--- src/rtl/mine_map_gen_ctrl.sv ---
// mine_map_gen_ctrl: owns the mine-map RAM while the board is generated. The
// sequencer clears every cell, draws candidate cells from a 16-bit LFSR, marks
// accepted candidates as mines, and increments the adjacency count of each
// in-bounds neighbour with a read-modify-write.
// Optional build macro: SAFE_FIRST_EN keeps safe_cell_i free of mines.
//
// Handshake: start_i is a one-cycle request that is accepted only in IDLE.
// busy_o is high from the next cycle until done_o. done_o is a one-cycle pulse.
// RAM reads have one cycle of latency: ram_rdata_i is valid in the cycle after
// an address is driven with ram_we_o=0. Writes take effect at the same edge.
module mine_map_gen_ctrl #(
  parameter int COLS      = 8,
  parameter int ROWS      = 8,
  parameter int AW        = 6,
  parameter int MAX_TRIES = 255
) (
  input  logic          clk,
  input  logic          rst_n,
  input  logic          start_i,
  input  logic [4:0]    mine_num_i,
  input  logic [15:0]   seed_i,
  input  logic [AW-1:0] safe_cell_i,
  output logic [AW-1:0] ram_addr_o,
  output logic          ram_we_o,
  output logic [4:0]    ram_wdata_o,
  input  logic [4:0]    ram_rdata_i,
  output logic          busy_o,
  output logic          done_o,
  output logic [5:0]    mines_placed_o
);

  localparam int CELLS = COLS * ROWS;
  localparam int TW    = (MAX_TRIES < 2) ? 1 : $clog2(MAX_TRIES + 1);
  localparam logic [15:0] SEED_SUBST = 16'hACE1;

  typedef enum logic [2:0] {
    S_IDLE,
    S_CLEAR,
    S_DRAW,
    S_CHECK,
    S_NB_RD,
    S_NB_WR,
    S_DONE
  } state_t;

  state_t        state_q, state_d;
  logic [15:0]   lfsr_q, lfsr_d, lfsr_next;
  logic [AW-1:0] cand_q, cand_d;
  logic [AW-1:0] idx_q, idx_d;
  logic [2:0]    k_q, k_d;
  logic [TW-1:0] tries_q, tries_d;
  logic [5:0]    placed_q, placed_d;
  logic [4:0]    mine_num_q, mine_num_d;

  int            cand_col, cand_row, dc, dr, nb_col, nb_row;
  logic          nb_in;
  logic [AW-1:0] nb_addr;
  logic          safe_hit;
  logic          nb_step;

  // Fibonacci LFSR x^16+x^14+x^13+x^11+1, shifting towards the MSB.
  assign lfsr_next = {lfsr_q[14:0], lfsr_q[15] ^ lfsr_q[13] ^ lfsr_q[12] ^ lfsr_q[10]};

`ifdef SAFE_FIRST_EN
  assign safe_hit = (cand_q == safe_cell_i);
`else
  logic unused_safe_cell;
  assign safe_hit         = 1'b0;
  assign unused_safe_cell = ^safe_cell_i;
`endif

  // Neighbour k of the current candidate. Column and row bounds are checked
  // separately, so a neighbour never wraps onto the adjacent row.
  always_comb begin
    cand_col = int'(cand_q) % COLS;
    cand_row = int'(cand_q) / COLS;
    dc = 0;
    dr = 0;
    case (k_q)
      3'd0:    begin dc = -1; dr = -1; end
      3'd1:    begin dc =  0; dr = -1; end
      3'd2:    begin dc =  1; dr = -1; end
      3'd3:    begin dc = -1; dr =  0; end
      3'd4:    begin dc =  1; dr =  0; end
      3'd5:    begin dc = -1; dr =  1; end
      3'd6:    begin dc =  0; dr =  1; end
      default: begin dc =  1; dr =  1; end
    endcase
    nb_col  = cand_col + dc;
    nb_row  = cand_row + dr;
    nb_in   = (nb_col >= 0) && (nb_col < COLS) && (nb_row >= 0) && (nb_row < ROWS);
    nb_addr = AW'(nb_row * COLS + nb_col);
  end

  // Next-state, datapath updates and RAM/status outputs.
  always_comb begin
    state_d     = state_q;
    lfsr_d      = lfsr_q;
    cand_d      = cand_q;
    idx_d       = idx_q;
    k_d         = k_q;
    tries_d     = tries_q;
    placed_d    = placed_q;
    mine_num_d  = mine_num_q;
    ram_addr_o  = '0;
    ram_we_o    = 1'b0;
    ram_wdata_o = '0;
    busy_o      = 1'b0;
    done_o      = 1'b0;
    nb_step     = 1'b0;

    case (state_q)
      S_IDLE: begin
        if (start_i) begin
          state_d    = S_CLEAR;
          placed_d   = '0;
          mine_num_d = mine_num_i;
          lfsr_d     = (seed_i == 16'h0000) ? SEED_SUBST : seed_i;
          idx_d      = '0;
          tries_d    = '0;
        end
      end
      S_CLEAR: begin
        busy_o      = 1'b1;
        ram_we_o    = 1'b1;
        ram_addr_o  = idx_q;
        ram_wdata_o = '0;
        if (idx_q == AW'(CELLS - 1)) begin
          state_d = (mine_num_q == 5'd0) ? S_DONE : S_DRAW;
        end else begin
          idx_d = idx_q + AW'(1);
        end
      end
      S_DRAW: begin
        busy_o     = 1'b1;
        lfsr_d     = lfsr_next;
        cand_d     = lfsr_next[AW-1:0];
        ram_addr_o = lfsr_next[AW-1:0];
        tries_d    = tries_q + TW'(1);
        state_d    = S_CHECK;
      end
      S_CHECK: begin
        busy_o     = 1'b1;
        ram_addr_o = cand_q;
        if ((int'(cand_q) >= CELLS) || ram_rdata_i[4] || safe_hit) begin
          state_d = (tries_q == TW'(MAX_TRIES)) ? S_DONE : S_DRAW;
        end else begin
          ram_we_o    = 1'b1;
          ram_wdata_o = ram_rdata_i | 5'h10;
          k_d         = 3'd0;
          state_d     = S_NB_RD;
        end
      end
      S_NB_RD: begin
        busy_o = 1'b1;
        if (nb_in) begin
          ram_addr_o = nb_addr;
          state_d    = S_NB_WR;
        end else begin
          nb_step = 1'b1;
        end
      end
      S_NB_WR: begin
        busy_o      = 1'b1;
        ram_addr_o  = nb_addr;
        ram_we_o    = 1'b1;
        ram_wdata_o = {ram_rdata_i[4], ram_rdata_i[3:0] + 4'd1};
        nb_step     = 1'b1;
      end
      S_DONE: begin
        done_o  = 1'b1;
        state_d = S_IDLE;
      end
      default: state_d = S_IDLE;
    endcase

    // Move to the next neighbour, or close out this mine after the eighth.
    if (nb_step) begin
      if (k_q == 3'd7) begin
        placed_d = placed_q + 6'd1;
        if ((placed_d == {1'b0, mine_num_q}) || (tries_q == TW'(MAX_TRIES))) begin
          state_d = S_DONE;
        end else begin
          state_d = S_DRAW;
        end
      end else begin
        k_d     = k_q + 3'd1;
        state_d = S_NB_RD;
      end
    end
  end

  // State and datapath registers with synchronous active-low reset.
  always_ff @(posedge clk) begin
    if (!rst_n) begin
      state_q    <= S_IDLE;
      lfsr_q     <= '0;
      cand_q     <= '0;
      idx_q      <= '0;
      k_q        <= '0;
      tries_q    <= '0;
      placed_q   <= '0;
      mine_num_q <= '0;
    end else begin
      state_q    <= state_d;
      lfsr_q     <= lfsr_d;
      cand_q     <= cand_d;
      idx_q      <= idx_d;
      k_q        <= k_d;
      tries_q    <= tries_d;
      placed_q   <= placed_d;
      mine_num_q <= mine_num_d;
    end
  end

  assign mines_placed_o = placed_q;

endmodule

--- config.mk ---
export PLATFORM = sky130hd
export DESIGN_NAME = mine_map_gen_ctrl
export DESIGN_NICKNAME = d
export VERILOG_FILES = /design/src/rtl/mine_map_gen_ctrl.sv
export SDC_FILE = /design/constraint.sdc
export NUM_CORES = 1
export LEC_CHECK = 0
export ABC_CLOCK_PERIOD_IN_PS = 10900
export CELL_PAD_IN_SITES_DETAIL_PLACEMENT = 1
export CELL_PAD_IN_SITES_GLOBAL_PLACEMENT = 2
export CORE_ASPECT_RATIO = 0.75
export CORE_MARGIN = 5
export CORE_UTILIZATION = 35
export DETAILED_ROUTE_END_ITERATION = 8
export PLACE_DENSITY = 0.9
export SYNTH_ARGS = -nofsm -noshare
export SYNTH_HDL_FRONTEND = slang
export SYNTH_SLANG_ARGS = --single-unit
--- constraint.sdc ---
create_clock -name clk -period 10.9 [get_ports clk]
set_clock_uncertainty 0.2 [all_clocks]
set_input_delay 2.18 -clock clk [delete_from_list [all_inputs] [get_ports clk]]
set_output_delay 2.18 -clock clk [all_outputs]
set_load 0.005 [all_outputs]
==> results.sh, run 1 <==
export IMPL_outcome="finished, final reports clean"
export IMPL_design_die_area_um2=12600
export IMPL_crit_required_ns=8.52
export IMPL_path_max_fanout=7
export IMPL_synth_warnings=0
export IMPL_layout_drive_gt1_share_pct=5.71
export IMPL_synth_area_leader_cell="dfxtp_1"
export IMPL_antenna_found_initial=0
export IMPL_yosysUniqueCellTypes=60
export IMPL_htree_levels=2
export IMPL_synth_edff_count=0
export IMPL_grt_util_met2_pct=28.0
export IMPL_fp_dieW_um=128
export IMPL_final_common_cell="a21oi_1"
export IMPL_portBuffers=48
export IMPL_muxShareOfSynthArea_pct=3.22
export IMPL_post_cts_resized=0
export IMPL_routed_via_density=5.54
export IMPL_area_delta_synth_final_pct=20.7
export IMPL_netlist_area_um2=3650
export IMPL_fin_util_pct=43.0
export IMPL_worst_pin_slew_ns=1.29
export IMPL_clk_latency_ns=0.30
export IMPL_min_period_ns=7.27
export IMPL_postSynthAreaPerCell_um2=8.07
export IMPL_yosysTopAreaCellShare_pct=29.0
export IMPL_grt_overflow=0
export IMPL_rows=32
export IMPL_drc=0
export IMPL_drv_slew=0
export IMPL_relSlewSlack_pct=13.5
export IMPL_use_met1_pct=24.8
export IMPL_finalSetupViolCount=0
export IMPL_cp_start_kind="flip-flop"
export IMPL_synth_compound_area_share_pct=24.9
export IMPL_maxCapViolCount=0
export IMPL_syn_inst=453
export IMPL_root_buffer="clkbuf_16"
export IMPL_synth_top_family_by_area="compound AO/OA/AOI/OAI gates"
export IMPL_yosys_area_share_simple_pct=21.1
export IMPL_synth_area_leaders="dfxtp_1 (29%), ha_1 (11%), a21oi_1 (7.5%), nand2_1 (4.8%), nor2_1 (3.7%)"
export IMPL_worstPathCellList="inv_1 -> ha_1 -> mux2_4 -> or3_2 -> ha_1 -> fa_1 -> a21oi_1 -> ha_1 -> and4b_1 -> nand3_1 -> a2111oi_4 -> nand3_1 -> a21oi_1 -> clkdlybuf4s50_1"
export IMPL_hold_buffers=0
export IMPL_grt_use_total_pct=17.5
export IMPL_cp_end_kind="output pin"
export IMPL_grt_pass1_vias=3569
export IMPL_ys_seq_elements=53
export IMPL_post_cts_buffers=0
export IMPL_ys_seq_area_share_pct=29.0
export IMPL_routedWlPerCell_um=17.2
export IMPL_synthesis_nets=524
export IMPL_io_pins=55
export IMPL_use_met3_pct=2.38
export IMPL_fp_dieH_um=98.5
export IMPL_whs_ns=0.271
export IMPL_tns_ns=0
export IMPL_ant_nets=0
export IMPL_total_power_uw=429
export IMPL_synth_xor_area_share_pct=4.55
export IMPL_firstDrtPassIters=4
export IMPL_core_um2=10200
export IMPL_fin_cells=626
export IMPL_drt_initial_drc_count=169
export IMPL_initial_core_util_pct=35.7
export IMPL_cpMostUsedCell="ha_1"
export IMPL_clockBufferDepth=2
export IMPL_synth_top_flop_cell="dfxtp_1"
export IMPL_grt_max_degree=36
export IMPL_power_density_nw_per_um2=97.2
export IMPL_grt_busiest_layer="met2"
export IMPL_slowest_delay_ns=0.58
export IMPL_fin_crit_sh_pct=66.7
export IMPL_p_leak_uw=0.00149
export IMPL_ir_worst_vdd_v=0.0000645
export IMPL_async_reset_ff_share_pct=0
export IMPL_antenna_cells=0
export IMPL_finalHoldViolCount=0
export IMPL_routed_wl_mm=10.8
export IMPL_synth_fa_ha_area_share_pct=12.9
export IMPL_final_cell_mix="a21oi_1 (55), dfxtp_1 (53), clkdlybuf4s50_1 (48)"
export IMPL_hpwlAfterDp_mm=8.36
export IMPL_path_class="flip-flop to output pin"
export IMPL_worstPathArrival_ns=4.89
export IMPL_layout_nets=560
export IMPL_cts_tree="done"
export IMPL_num_vias=3469
export IMPL_placedCellCount=618
export IMPL_cts_made_buffers=5
export IMPL_path_clk_slew_ns=0.08
export IMPL_crit_slowest_cell="a2111oi_4"
export IMPL_grt_pass1_wl_mm=18.2
export IMPL_max_freq_mhz=138
export IMPL_place_congestion=0.828
export IMPL_rsz0062_at_grt="false"
export IMPL_hold_class="flip-flop to flip-flop"
export IMPL_clock_sinks=53
-- metrics by stage --
stage	area (um2)	setup WS [ns]
2_1_floorplan	3650	5.08
3_3_place_gp	4250	4.11
3_5_place_dp	4250	3.97
4_1_cts	4410	3.64
5_1_grt	4410	3.35
6_report	4410	3.63
-- logic make-up (layout without fill, tap and decap cells) --
logic type / count (synthesis) / count (layout)
and+or+nand+nor: 157 / 157
buffers and inverters: 39 / 76
xor gates and xnor gates: 19 / 19
DFF: 53 / 53
muxes: 11 / 11
adders and majority gates: 36 / 36
AOI/OAI and AO/OA: 138 / 138
-- worst max-delay path, delay by kind of cell, from the launching register on --
family | cells | cell delay, ns
adder cells (fa/ha/maj) | 4 | 1.12
AND/OR/NAND/NOR | 4 | 1.06
flip-flops | 1 | 0.38
AO/OA/AOI/OAI | 3 | 1.07
buffers and inverters | 2 | 0.66
multiplexers | 1 | 0.30
-- report_power, final --
group          internal (uW)  leakage, uW  total (uW)  switching [uW]
registers                199     0.000431         207            7.50
logic                   21.6     0.000974        46.1            24.5
clock network           98.9    0.0000805         176            77.2
total                    320      0.00149         429             109
-- final timing paths --
| kind | startpoint | to | slack, ns | cells past startpoint |
|---|---|---|---|---|
| setup / recovery | k_q[0] | ram_addr_o[0] | 3.63 | 14 |
| setup reg to reg | k_q[0] | state_q[1] | 6.46 | 14 |
| hold / removal | lfsr_q[14] | lfsr_q[14] | 0.27 | 2 |
| hold reg to reg | lfsr_q[14] | lfsr_q[14] | 0.27 | 2 |
-- flip-flops by register name (all words and copies together), names as in the netlist --
register        count
cand_q              6
idx_q               6
k_q                 3
lfsr_q             16
mine_num_q          5
mines_placed_o      6
state_q             3
tries_q             8
-- final cells by class --
| cell class | count | area (um2) |
|---|---|---|
| multi-input cells | 361 | 2450 |
| inverters | 16 | 60.1 |
| clock buffers | 7 | 153 |
| repair buffers | 52 | 510 |
| fillers | 1245 | 5840 |
| well taps | 136 | 170 |
| flip-flops and latches | 53 | 1060 |
| clock inverters | 1 | 8.76 |
-- metal layers --
metal	wire, um	vias to the layer above
li1	-	1727
met1	5410	1685
met4	124	0
met5	0	-
met2	4980	46
met3	263	11
-- synth_stat cells, types with 6 or more instances --
library cell / n
o211ai_1: 10
o21ai_0: 27
or3_1: 8
a22oi_1: 13
mux2i_1: 8
a211o_1: 6
a21oi_1: 55
nand2_1: 47
nor2_1: 36
nand3_1: 23
ha_1: 33
xnor2_1: 11
inv_1: 14
clkbuf_1: 18
xor2_1: 8
nor3_1: 6
dfxtp_1: 53
No activity file was read; power rests on OpenSTA's default activity.
==> run 2, diff against run 1 <==
==> config.mk (replaced) <==
export PLATFORM = sky130hd
export DESIGN_NAME = mine_map_gen_ctrl
export DESIGN_NICKNAME = d
export VERILOG_FILES = /design/src/rtl/mine_map_gen_ctrl.sv
export SDC_FILE = /design/constraint.sdc
export NUM_CORES = 1
export LEC_CHECK = 0
export ABC_CLOCK_PERIOD_IN_PS = 7600
export CELL_PAD_IN_SITES_DETAIL_PLACEMENT = 1
export CELL_PAD_IN_SITES_GLOBAL_PLACEMENT = 2
export CORE_ASPECT_RATIO = 0.75
export CORE_MARGIN = 5
export CORE_UTILIZATION = 32
export DETAILED_ROUTE_END_ITERATION = 8
export PLACE_DENSITY = 0.84
export SYNTH_ARGS = -nofsm -noshare
export SYNTH_HDL_FRONTEND = slang
export SYNTH_SLANG_ARGS = --single-unit
==> constraint.sdc (replaced) <==
create_clock -name clk -period 7.6 [get_ports clk]
set_clock_uncertainty 0.2 [all_clocks]
set_input_delay 1.52 -clock clk [delete_from_list [all_inputs] [get_ports clk]]
set_output_delay 1.52 -clock clk [all_outputs]
set_load 0.005 [all_outputs]
==> results.sh, run 2 (synthesis gave the netlist of run 1 again) <==
export IMPL_outcome="finished, final reports clean"
export IMPL_pwr_share_comb_pct=12.0
export IMPL_drt_initial_drc_count=210
export IMPL_layout_drive_gt1_share_pct=5.69
export IMPL_worst_pin_slew_ns=0.935
export IMPL_maxCapViolCount=0
export IMPL_clock_sinks=53
export IMPL_use_met1_pct=23.0
export IMPL_hpwlAfterDp_mm=8.60
export IMPL_path_clk_slew_ns=0.07
export IMPL_p_seq_share_pct=49.1
export IMPL_post_cts_resized=0
export IMPL_routed_wl_mm=11.3
export IMPL_p_int_uw=441
export IMPL_crit_required_ns=5.88
export IMPL_worstPathCellList="inv_1 -> ha_1 -> mux2_4 -> or3_2 -> ha_1 -> fa_1 -> a21oi_1 -> ha_1 -> and4b_1 -> nand3_1 -> a2111oi_4 -> nand3_1 -> a21oi_1 -> clkdlybuf4s50_1"
export IMPL_crit_buf_inv=2
export IMPL_hold_buffers=0
export IMPL_fp_dieW_um=133
export IMPL_grt_pass1_vias=3713
export IMPL_r2r_end="state_q[1]"
export IMPL_use_met3_pct=3.07
export IMPL_clockBufferDepth=2
export IMPL_grt_busiest_layer="met2"
export IMPL_relSlewSlack_pct=37.4
export IMPL_antenna_found_initial=0
export IMPL_min_period_ns=6.64
export IMPL_multi_input_area_um2=2450
export IMPL_regMostFlops="lfsr_q"
export IMPL_cpMostUsedCell="ha_1"
export IMPL_hold_start="lfsr_q[14]"
export IMPL_fin_cells=632
export IMPL_routed_via_density=5.54
export IMPL_top_regs="lfsr_q: 16 flops, tries_q: 8 flops"
export IMPL_post_cts_buffers=0
export IMPL_firstDrtPassIters=4
export IMPL_fp_dieH_um=103
export IMPL_min_delay_path_depth=2
export IMPL_finalHoldViolCount=0
export IMPL_final_common_cell="a21oi_1"
export IMPL_rows=33
export IMPL_drv_slew=0
export IMPL_cp_start_kind="flip-flop"
export IMPL_grt_max_degree=38
export IMPL_antenna_cells=0
export IMPL_power_density_nw_per_um2=135
export IMPL_design_die_area_um2=13700
export IMPL_ant_nets=0
export IMPL_path_class="flip-flop to output pin"
export IMPL_placedCellCount=624
export IMPL_grt_pass1_wl_mm=18.8
export IMPL_grt_overflow=0
export IMPL_finalSetupViolCount=0
export IMPL_r2r_start="k_q[0]"
export IMPL_cts_tree="done"
export IMPL_min_to="lfsr_q[14]"
export IMPL_root_buffer="clkbuf_16"
export IMPL_layout_nets=562
export IMPL_switching_power_uw=156
export IMPL_place_congestion=0.839
export IMPL_worstPathArrival_ns=4.92
export IMPL_ir_worst_vdd_v=0.0000726
export IMPL_initial_core_util_pct=33.0
export IMPL_max_freq_mhz=151
export IMPL_area_delta_synth_final_pct=20.7
export IMPL_largest_reg_flops=16
export IMPL_grt_util_met2_pct=27.5
export IMPL_path_max_fanout=7
export IMPL_clk_latency_ns=0.30
export IMPL_core_um2=11100
export IMPL_regArea_um2=1060
export IMPL_ff2ff_path_depth=14
export IMPL_fin_crit_sh_pct=87.3
export IMPL_netSwitchingFraction_pct=26.1
export IMPL_final_cell_mix="a21oi_1 (55), dfxtp_1 (53), clkdlybuf4s50_1 (48)"
export IMPL_tns_ns=0
export IMPL_hold_class="flip-flop to flip-flop"
export IMPL_cp_end_kind="output pin"
export IMPL_n_fill_cell=1337
export IMPL_p_leak_uw=0.00148
export IMPL_drc=0
export IMPL_num_vias=3502
export IMPL_portBuffers=48
export IMPL_crit_path_start="k_q[0]"
export IMPL_power_frac_clock_pct=38.9
export IMPL_htree_levels=2
export IMPL_routedWlPerCell_um=17.9
export IMPL_io_pins=55
export IMPL_slowest_delay_ns=0.60
export IMPL_cts_made_buffers=5
export IMPL_crit_slowest_cell="a2111oi_4"
export IMPL_rsz0062_at_grt="false"
export IMPL_grt_use_total_pct=16.9
export IMPL_r2r_setup_slack_ns=3.07
export IMPL_path_delay_family="adder cells"
[run 2: changes by cell type in the layout (fill, tap and decap cells not counted), sizes merged]
cell,change
clkinvlp,+1
inv,-1
buf,+2
[run 2: worst max path at each step]
stage | to | slack [ns] | depth (start not counted)
6_report | ram_addr_o[0] | 0.96 | 14
5_1_grt | ram_addr_o[0] | 0.66 | 14
4_1_cts | ram_addr_o[0] | 0.95 | 14
3_5_place_dp | ram_addr_o[0] | 1.30 | 14
3_3_place_gp | ram_addr_o[0] | 1.46 | 14
2_1_floorplan | ram_addr_o[2] | 2.44 | 13
[run 2: through the flow]
stage          power, uW  worst slack, ns  cell area [um2]  util, %  hold slack (ns)
5_1_grt              622            0.656             4410     39.9            0.289
6_report             597            0.965             4410     39.9            0.267
3_3_place_gp         369             1.46             4270     38.6            0.248
4_1_cts              604            0.953             4410     39.9            0.270
2_1_floorplan        335             2.44             3650        -            0.237
3_5_place_dp         371             1.30             4270     38.6            0.260
[run 2: layout make-up]
cell class | instances | area share [%]
well taps | 140 | 3.97
multi-input cells | 361 | 55.5
clock buffers | 7 | 3.01
flip-flops and latches | 53 | 24.1
inverters | 16 | 1.36
repair buffers | 54 | 11.9
clock inverters | 1 | 0.170
[run 2: layer usage]
| metal | vias up | wire length (um) |
|---|---|---|
| li1 | 1725 | - |
| met1 | 1705 | 5690 |
| met2 | 51 | 5020 |
| met3 | 21 | 344 |
| met4 | 0 | 247 |
| met5 | - | 0 |
[run 2: worst register-to-register path: stages, from the launching register on]
cell and delay [ns]:
dfxtp_1 0.36, inv_1 0.10, ha_1 0.24, mux2_4 0.29, or2_2 0.40, ha_1 0.31
a21oi_1 0.24, nor2_1 0.09, o21ai_0 0.17, ha_1 0.18, nor4b_1 0.50, nand3b_1 0.24
a2111oi_4 0.64, nor2_1 0.23, o21a_1 0.23
[run 2: power groups by stage]
stage	combinational, uW	sequential, uW	clock [uW]
after CTS	72.3	293	239
after floorplan	37.9	297	0
after global placement	70.0	299	0
final	71.5	293	232
after detailed placement	71.8	299	0
after global routing	79.5	294	249
